**config.mk**
```make
export PLATFORM = sky130hd
export DESIGN_NAME = pc_sequencer_flat
export DESIGN_NICKNAME = d
export VERILOG_FILES = /design/src/rtl/pc_sequencer_pkg.sv /design/src/rtl/pc_sequencer_if.sv /design/src/rtl/pc_sequencer_next_sel.sv /design/src/rtl/pc_sequencer.sv /design/src/flat_wrapper.sv
export SDC_FILE = /design/constraint.sdc
export NUM_CORES = 1
export LEC_CHECK = 0
export CAP_MARGIN = 40
export CORE_UTILIZATION = 49
export DETAILED_ROUTE_END_ITERATION = 8
export PLACE_DENSITY = 0.95
export SETUP_SLACK_MARGIN = 0.5
export SKIP_CTS_REPAIR_TIMING = 1
export SLEW_MARGIN = 20
export SYNTH_ARGS = -nofsm -noshare
export SYNTH_HDL_FRONTEND = slang
export SYNTH_HIERARCHICAL = 1
export SYNTH_SLANG_ARGS = --single-unit
```
**constraint.sdc**
```tcl
create_clock -name clk -period 4.36 [get_ports clk]
set_clock_uncertainty 0.1 [all_clocks]
set_input_delay 0.872 -clock clk [delete_from_list [all_inputs] [get_ports clk]]
set_output_delay 0.872 -clock clk [all_outputs]
set_load 0.01 [all_outputs]
```
**src/rtl/pc_sequencer_pkg.sv**
```systemverilog
// pc_seq_pkg
// Shared types and constants for the fetch-side PC sequencer.
//   pc_state_e           : sequencer states BOOT / FETCH / TRAP / HALT
//   INSTR_BYTES          : sequential PC increment
//   DEFAULT_RESET_VECTOR : default PC after reset
//   DEFAULT_TRAP_VECTOR  : default PC loaded on a misaligned redirect
//   is_misaligned()      : true when an address is not 4-byte aligned
package pc_seq_pkg;

   typedef enum logic [1:0] {
      ST_BOOT  = 2'd0,
      ST_FETCH = 2'd1,
      ST_TRAP  = 2'd2,
      ST_HALT  = 2'd3
   } pc_state_e;

   localparam int          INSTR_BYTES          = 4;
   localparam logic [31:0] DEFAULT_RESET_VECTOR = 32'h0000_0000;
   localparam logic [31:0] DEFAULT_TRAP_VECTOR  = 32'h0000_0100;

   function automatic logic is_misaligned(input logic [31:0] addr);
      return (addr[1:0] != 2'b00);
   endfunction

endpackage

```
**src/rtl/pc_sequencer_if.sv**
```systemverilog
// pc_sequencer_if
// Instruction-memory fetch handshake.
//   req   : fetch request (sequencer -> memory)
//   addr  : fetch address (sequencer -> memory)
//   ready : memory accepts/returns the fetch this cycle (memory -> sequencer)
// Modports: master (sequencer side), slave (memory side).
interface pc_sequencer_if #(
   parameter int XLEN = 32
);

   logic            req;
   logic [XLEN-1:0] addr;
   logic            ready;

   modport master (output req, output addr, input  ready);
   modport slave  (input  req, input  addr, output ready);

endinterface

```
**src/rtl/pc_sequencer_next_sel.sv**
```systemverilog
// pc_next_sel
// Combinational next-PC / next-state selection for the PC sequencer.
//   state, pc           : current registered state and PC
//   redirect_valid/_target, stall, imem_ready, halt_req : fetch-side controls
//   next_state, next_pc : values to load at the next rising edge
//   load_bad_addr       : capture redirect_target as the trapping address
//   fetch_fire          : instruction at pc is valid this cycle
module pc_next_sel
   import pc_seq_pkg::*;
#(
   parameter int          XLEN        = 32,
   parameter logic [31:0] TRAP_VECTOR = DEFAULT_TRAP_VECTOR
) (
   input  pc_state_e       state,
   input  logic [XLEN-1:0] pc,
   input  logic            redirect_valid,
   input  logic [XLEN-1:0] redirect_target,
   input  logic            stall,
   input  logic            imem_ready,
   input  logic            halt_req,
   output pc_state_e       next_state,
   output logic [XLEN-1:0] next_pc,
   output logic            load_bad_addr,
   output logic            fetch_fire
);

   // Redirect outranks stall and a not-ready memory: the pending fetch is
   // simply dropped. Stall and imem_ready=0 both fall through to "hold".
   always_comb begin
      next_state    = state;
      next_pc       = pc;
      load_bad_addr = 1'b0;
      fetch_fire    = 1'b0;
      case (state)
         ST_BOOT:  next_state = ST_FETCH;
         ST_FETCH: begin
            fetch_fire = imem_ready & ~stall & ~redirect_valid;
            if (redirect_valid) begin
               if (is_misaligned(redirect_target)) begin
                  load_bad_addr = 1'b1;
                  next_pc       = TRAP_VECTOR;
                  next_state    = ST_TRAP;
               end else begin
                  next_pc = redirect_target;
               end
            end else if (fetch_fire) begin
               next_pc = pc + XLEN'(INSTR_BYTES);
               if (halt_req) begin
                  next_state = ST_HALT;
               end
            end
         end
         ST_TRAP:  next_state = ST_FETCH;
         ST_HALT:  next_state = ST_HALT;
         default:  next_state = ST_BOOT;
      endcase
   end

endmodule

```
**src/rtl/pc_sequencer.sv**
```systemverilog
// pc_sequencer
// Fetch-side controller: owns the architectural PC and drives the
// instruction-memory fetch handshake.
// Ports:
//   clk, rst_n        : clock (rising edge), async active-low reset
//   imem              : fetch handshake (pc_sequencer_if.master)
//   stall             : hold current PC
//   redirect_valid/_target : taken branch/jump
//   halt_req          : enter HALT after the current fetch fires
//   pc_out            : current PC (also driven on imem.addr)
//   fetch_fire        : instruction at pc_out valid this cycle
//   misalign_trap     : one-cycle pulse while in TRAP
//   bad_addr          : target that caused the last trap
//   halted            : sequencer is in HALT
// Optional (macro PC_SEQ_PERF_EN): fetch_count, stall_count perf counters.
module pc_sequencer
   import pc_seq_pkg::*;
#(
   parameter logic [31:0] RESET_VECTOR = DEFAULT_RESET_VECTOR,
   parameter logic [31:0] TRAP_VECTOR  = DEFAULT_TRAP_VECTOR,
   parameter int          XLEN         = 32
) (
   input  logic            clk,
   input  logic            rst_n,
   pc_sequencer_if.master  imem,
   input  logic            stall,
   input  logic            redirect_valid,
   input  logic [XLEN-1:0] redirect_target,
   input  logic            halt_req,
   output logic [XLEN-1:0] pc_out,
   output logic            fetch_fire,
   output logic            misalign_trap,
   output logic [XLEN-1:0] bad_addr,
   output logic            halted
`ifdef PC_SEQ_PERF_EN
   ,
   output logic [31:0]     fetch_count,
   output logic [31:0]     stall_count
`endif
);

   pc_state_e       state_q;
   pc_state_e       state_d;
   logic [XLEN-1:0] pc_q;
   logic [XLEN-1:0] pc_d;
   logic [XLEN-1:0] bad_addr_q;
   logic            load_bad_addr;

   pc_next_sel #(
      .XLEN        (XLEN),
      .TRAP_VECTOR (TRAP_VECTOR)
   ) u_next_sel (
      .state           (state_q),
      .pc              (pc_q),
      .redirect_valid  (redirect_valid),
      .redirect_target (redirect_target),
      .stall           (stall),
      .imem_ready      (imem.ready),
      .halt_req        (halt_req),
      .next_state      (state_d),
      .next_pc         (pc_d),
      .load_bad_addr   (load_bad_addr),
      .fetch_fire      (fetch_fire)
   );

   always_ff @(posedge clk or negedge rst_n) begin
      if (!rst_n) begin
         state_q    <= ST_BOOT;
         pc_q       <= RESET_VECTOR;
         bad_addr_q <= '0;
      end else begin
         state_q <= state_d;
         pc_q    <= pc_d;
         if (load_bad_addr) begin
            bad_addr_q <= redirect_target;
         end
      end
   end

   // TRAP lasts exactly one cycle, so decoding it from the state register
   // gives a registered single-cycle pulse.
   assign imem.req      = (state_q == ST_FETCH);
   assign imem.addr     = pc_q;
   assign pc_out        = pc_q;
   assign bad_addr      = bad_addr_q;
   assign misalign_trap = (state_q == ST_TRAP);
   assign halted        = (state_q == ST_HALT);

`ifdef PC_SEQ_PERF_EN
   always_ff @(posedge clk or negedge rst_n) begin
      if (!rst_n) begin
         fetch_count <= '0;
         stall_count <= '0;
      end else begin
         if (fetch_fire) begin
            fetch_count <= fetch_count + 32'd1;
         end
         if ((state_q == ST_FETCH) && stall) begin
            stall_count <= stall_count + 32'd1;
         end
      end
   end
`endif

endmodule

```
**src/flat_wrapper.sv**
```systemverilog
// flat-port wrapper written by rule: the top's interface ports become plain ports
module pc_sequencer_flat import pc_seq_pkg::*;
#(
   parameter logic [31:0] RESET_VECTOR = DEFAULT_RESET_VECTOR,
   parameter logic [31:0] TRAP_VECTOR  = DEFAULT_TRAP_VECTOR,
   parameter int          XLEN         = 32
)
  (clk, rst_n, stall, redirect_valid, redirect_target, halt_req, pc_out, fetch_fire, misalign_trap, bad_addr, halted, imem_req, imem_addr, imem_ready);
  pc_sequencer_if #(.XLEN(XLEN)) imem_i ();
  input  logic clk;
  input  logic rst_n;
  input  logic stall;
  input  logic redirect_valid;
  input  logic [XLEN-1:0] redirect_target;
  input  logic halt_req;
  output logic [XLEN-1:0] pc_out;
  output logic fetch_fire;
  output logic misalign_trap;
  output logic [XLEN-1:0] bad_addr;
  output logic halted;
  output wire logic [$bits(imem_i.req)-1:0] imem_req;
  output wire logic [$bits(imem_i.addr)-1:0] imem_addr;
  input wire logic [$bits(imem_i.ready)-1:0] imem_ready;
  assign imem_req = imem_i.req;
  assign imem_addr = imem_i.addr;
  assign imem_i.ready = imem_ready;
  pc_sequencer #(.RESET_VECTOR(RESET_VECTOR), .TRAP_VECTOR(TRAP_VECTOR), .XLEN(XLEN)) u_core (.clk(clk), .rst_n(rst_n), .imem(imem_i), .stall(stall), .redirect_valid(redirect_valid), .redirect_target(redirect_target), .halt_req(halt_req), .pc_out(pc_out), .fetch_fire(fetch_fire), .misalign_trap(misalign_trap), .bad_addr(bad_addr), .halted(halted));
endmodule
```
== Word-level counts from Yosys, hierarchy flattened ==
Index checks and enable logic that the tools add are counted.

* Register bits after elaboration: 66

* $add $sub $neg: 1
* Eq/ne operators: 6
* Multiplexer cells: 12
* Bitwise gates (word level): 4
* Reductions and logical operators: 6

{| class="wikitable"
|+ Operators by type and width
! kind !! number
|-
| two-way mux 32 bit || 3
|-
| adder 32 x 3 -> 32 bit, second input constant || 1
|-
| two-way mux 2 bit || 4
|-
| != test 3 x 2 -> 1 bit, second input constant || 2
|-
| one-hot mux 2 bit (3 select lines) || 1
|-
| equality test 2 bit, second input constant || 2
|-
| two-way mux 1 bit || 4
|-
| nonzero test 2 bit || 2
|-
| != test 3 bit, second input constant || 1
|-
| AND reduction 3 bit || 1
|-
| bitwise AND 1 bit || 2
|-
| equality test 2 x 1 -> 1 bit, second input constant || 1
|-
| zero test 2 bit || 1
|-
| inverter 1 bit || 2
|-
| AND reduction 2 bit || 1
|-
| OR reduction 2 bit || 1
|}

== Depth between registers and ports, before layout ==
* Depth in word-level cells: 6
* Gate-level depth with buffers: 6

== Cells and area by module ==
Netlist, hierarchy kept.

{| class="wikitable"
|+ Modules (own cells, without submodules)
! module !! instances !! cells each !! area each (um^2)
|-
| pc_sequencer || 1 || 137 || 2454.9
|-
| pc_next_sel || 1 || 225 || 1383.8
|}

== Worst setup path before layout ==
No wires, ideal clock.

* Path type: in2out
* From: input port redirect_valid
* To: output port fetch_fire
* Arrival: 1.514 ns
* Data required time: 3.388 ns
* Slack: 1.874 ns
* Cell stages on the path: 3
* Path through: clkbuf_1 > clkbuf_1 > nor2_1

* Word-level cells in the longest chain between the ends: 3

{| class="wikitable"
|+ RTL lines
! what !! line !! text
|-
| from (decl) || flat_wrapper.sv:13 || <nowiki>input logic redirect_valid;</nowiki>
|-
| inverter 1 bit || pc_sequencer_next_sel.sv:37 || <nowiki>fetch_fire = imem_ready & ~stall & ~redirect_valid;</nowiki>
|-
| bitwise AND 1 bit || pc_sequencer_next_sel.sv:37 ||
|-
| two-way mux 1 bit || pc_sequencer_next_sel.sv:34 || <nowiki>case (state)</nowiki>
|-
| to (decl) || flat_wrapper.sv:17 || <nowiki>output logic fetch_fire;</nowiki>
|}

Every way passes these cells.

== Worst setup path in the final report ==
* From: input port imem_ready
* To: output port fetch_fire

* Word-level cells in the longest chain between the ends: 3

{| class="wikitable"
|+ RTL lines
! what !! line !! text
|-
| from (decl) || flat_wrapper.sv:23 || <nowiki>input wire logic [$bits(imem_i.ready)-1:0] imem_ready;</nowiki>
|-
| bitwise AND 1 bit (2 in series) || pc_sequencer_next_sel.sv:37 ||
|-
| two-way mux 1 bit || pc_sequencer_next_sel.sv:34 ||
|}

Every way passes these cells.

==> flow_metrics.py <==
metrics = {
    "grt": {
        "grt_overflow": 0,
        "gr-usage-all-layers_pct": 25.98,
        "grt_max_degree": 46,
        "grt_pass1_wl_um": 16820,
        "grt_pass1_vias": 3230,
        "antenna_found_initial": 0,
    },
    "power": {
        "p_clk_share_pct": 20.8,
        "intPower_uw": 1640,
        "netSwitchingPower_uw": 670.5,
        "ir_drop_mv": 0.2751,
        "p_comb_share_pct": 38.5,
        "swShare_pct": 29.02,
        "p_leak_uw": 0.002027,
        "pwr-share-seq_pct": 40.7,
        "power_density_nw_per_um2": 443.0,
    },
    "yosys": {
        "synth_compound_area_share_pct": 12.06,
        "seq_area_frac_synth_pct": 43.02,
        "synth-adder-area-share_pct": 0.3259,
        "synth_mux_area_share_pct": 16.75,
        "ys_seq_elements": 66,
        "ys_types": 47,
        "synthFlopType": "dfrtp_1",
        "ys_async_sr_fraction_pct": 100.0,
        "synth_area_um2": 3839,
        "synthSimpleGateAreaFrac_pct": 17.44,
        "synth_edf_count": 0,
        "syn_avg_cell_area_um2": 10.60,
        "synth_top_family_by_area": "simple AND/OR/NAND/NOR gates",
        "yosys_warnings": 6,
        "syn_inst": 362,
        "syn-num-nets": 401,
        "synth_xor_area_share_pct": 0,
    },
    "routing": {
        "wl_um": 10270,
        "vias": 3314,
        "drc": 0,
        "routedWlPerCell_um": 18.02,
        "drt_iter0_drc": 230,
        "first_pass_iters": 6,
        "drtAntennaViolNets": 0,
        "viasPerCell": 5.814,
    },
    "critical_path": {
        "crit_path_max_fanout": 4,
        "r2r_slack_ps": 1770,
        "crit_type": "in -> out",
        "reg2reg_from": "u_core/state_q[0]",
        "arrival_ps": 2490,
        "start_kind": "input port",
        "critical_path_required_ps": 3390,
        "crit_start": "imem_ready",
        "end_kind": "output port",
        "rr_endpoint": "u_core/bad_addr[16]",
        "rr_worst_depth": 6,
    },
    "timing": {
        "setup_slack_ps": 903.0,
        "period_needed_ps": 3457,
        "slew_headroom_pct": 39.70,
        "max_freq_mhz": 289.3,
        "setup_viol": 0,
        "rsz0062_at_grt": "false",
        "finalCritPeriodShare_pct": 79.29,
        "worstMarginPinSlew_ps": 901.2,
        "final_hold_viol_count": 0,
        "tns_ps": 0,
        "drv_slew": 0,
    },
    "floorplan": {
        "placementRows": 31,
        "fp.dieH_um": 90.51,
        "dieArea_um2": 8192,
        "start_util_pct": 51.82,
        "io_pins": 138,
        "core-area_um2": 7408,
        "fp.dieW_um": 90.51,
    },
    "clock_tree": {
        "cts-root-buf": "clkbuf_8",
        "cts.path.max_buffers": 2,
        "htree_levels": 3,
        "insertion_delay_ps": 340,
        "tritoncts": "done",
        "clkSlewWorstSetupHoldPaths_ps": 60,
        "clkSinkCount": 66,
        "cts_buffers": 9,
    },
    "finish": {
        "synthToLayoutAreaGrowth_pct": 35.85,
        "final_cell_mix": "clkdlybuf4s50_1 (136), dfrtp_1 (66), nor2_1 (33)",
        "final_common_cell": "clkdlybuf4s50_1",
        "nets": 507,
        "antenna_cells": 0,
        "drive_gt1_share_pct": 15.29,
        "fillers": 537,
    },
    "place": {
        "pre_cts_ws_ps": 952.8,
        "dp_hpwl_um": 7402,
        "place_congestion": 0.8817,
        "portBuffers": 137,
    },
    "flow_run": {
        "maxCapViolCount": 0,
    },
    "worst_hold_path": {
        "min_path_type": "in -> async",
    },
    "outcome": {
        "status": "complete, no violations",
    },
}
routing by layer:
layer	global-route usage (%)	wire length [µm]
met1	34.24	4234
met2	41.86	5107
met3	5.219	741
met4	10.35	188
met5	0	0
final cells by class:
class	instances	area (µm²)	area share (%)
Clock inverter	3	42.54	0.8157
Inverter	7	26.28	0.5038
Multi-Input combinational cell	239	1800	34.53
Clock buffer	11	131.4	2.519
Tap cell	99	123.9	2.375
Sequential cell	66	1652	31.67
Timing Repair Buffer	145	1439	27.59
stage by stage:
stage / hold slack [ps] / instance area, µm² / total power, µW / util (%) / cells
6_report: 356.3 / 5215 / 2310 / 70.39 / 570
5_1_grt: 374.5 / 5215 / 2423 / 70.39 / 570
4_1_cts: 355.7 / 5215 / 2327 / 70.39 / 570
3_5_place_dp: 393.4 / 5041 / 1840 / 68.05 / 556
3_3_place_gp: 391.9 / 5021 / 1805 / 67.78 / 555
2_1_floorplan: 423.7 / 3839 / 1334 / - / 362
worst max-delay path by stage:
stage / to / slack, ps / depth (start not counted)
2_1_floorplan: fetch_fire / 1870 / 3
4_1_cts: fetch_fire / 930 / 5
5_1_grt: fetch_fire / 760 / 5
6_report: fetch_fire / 900 / 5
3_3_place_gp: fetch_fire / 1000 / 5
3_5_place_dp: fetch_fire / 950 / 5
sequential cells by signal, indices dropped and copies added, names as in the netlist:
name	count
u_core/bad_addr	32
u_core/imem.addr	32
u_core/state_q	2
kinds of logic after synthesis:
| family | count (synthesis) |
|---|---|
| buffers and inverters | 57 |
| muxes | 49 |
| DFF | 66 |
| AOI/OAI and AO/OA | 77 |
| adders and majority gates | 1 |
| and+or+nand+nor | 112 |
power by group through the flow:
stage	clock network [µW]	registers (µW)	logic [µW]
2_1_floorplan	0	1010	322
3_3_place_gp	0	938	867
3_5_place_dp	0	947	893
4_1_cts	489	943	896
5_1_grt	517	970	935
6_report	481	940	889
critical path, cell delays in order:
cell and delay (ps):
clkdlybuf4s50_1 570, nor2b_1 270, nand2_1 120, nor2_1 110
clkdlybuf4s50_1 540
synth_stat cells (all sizes together) (2+ instances only):
master	count	area share, %
nand4	8	1.9
nand2b	2	0.33
a31oi	3	0.49
dfrtp	66	43
nor2	34	3.3
nor4	10	3.0
buf	37	8.4
mux2i	17	4.4
and3	3	0.49
nand3	13	1.8
o21ai	25	3.3
clkbuf	13	1.3
nand2	18	1.8
o22ai	6	0.98
nor2b	4	0.65
nor3	8	1.3
or3	2	0.46
a211oi	3	0.59
and2	5	0.81
a22oi	12	2.3
inv	7	0.68
a21oi	22	2.9
mux2	32	12
Note: power is estimated with default switching activity, not from simulation.
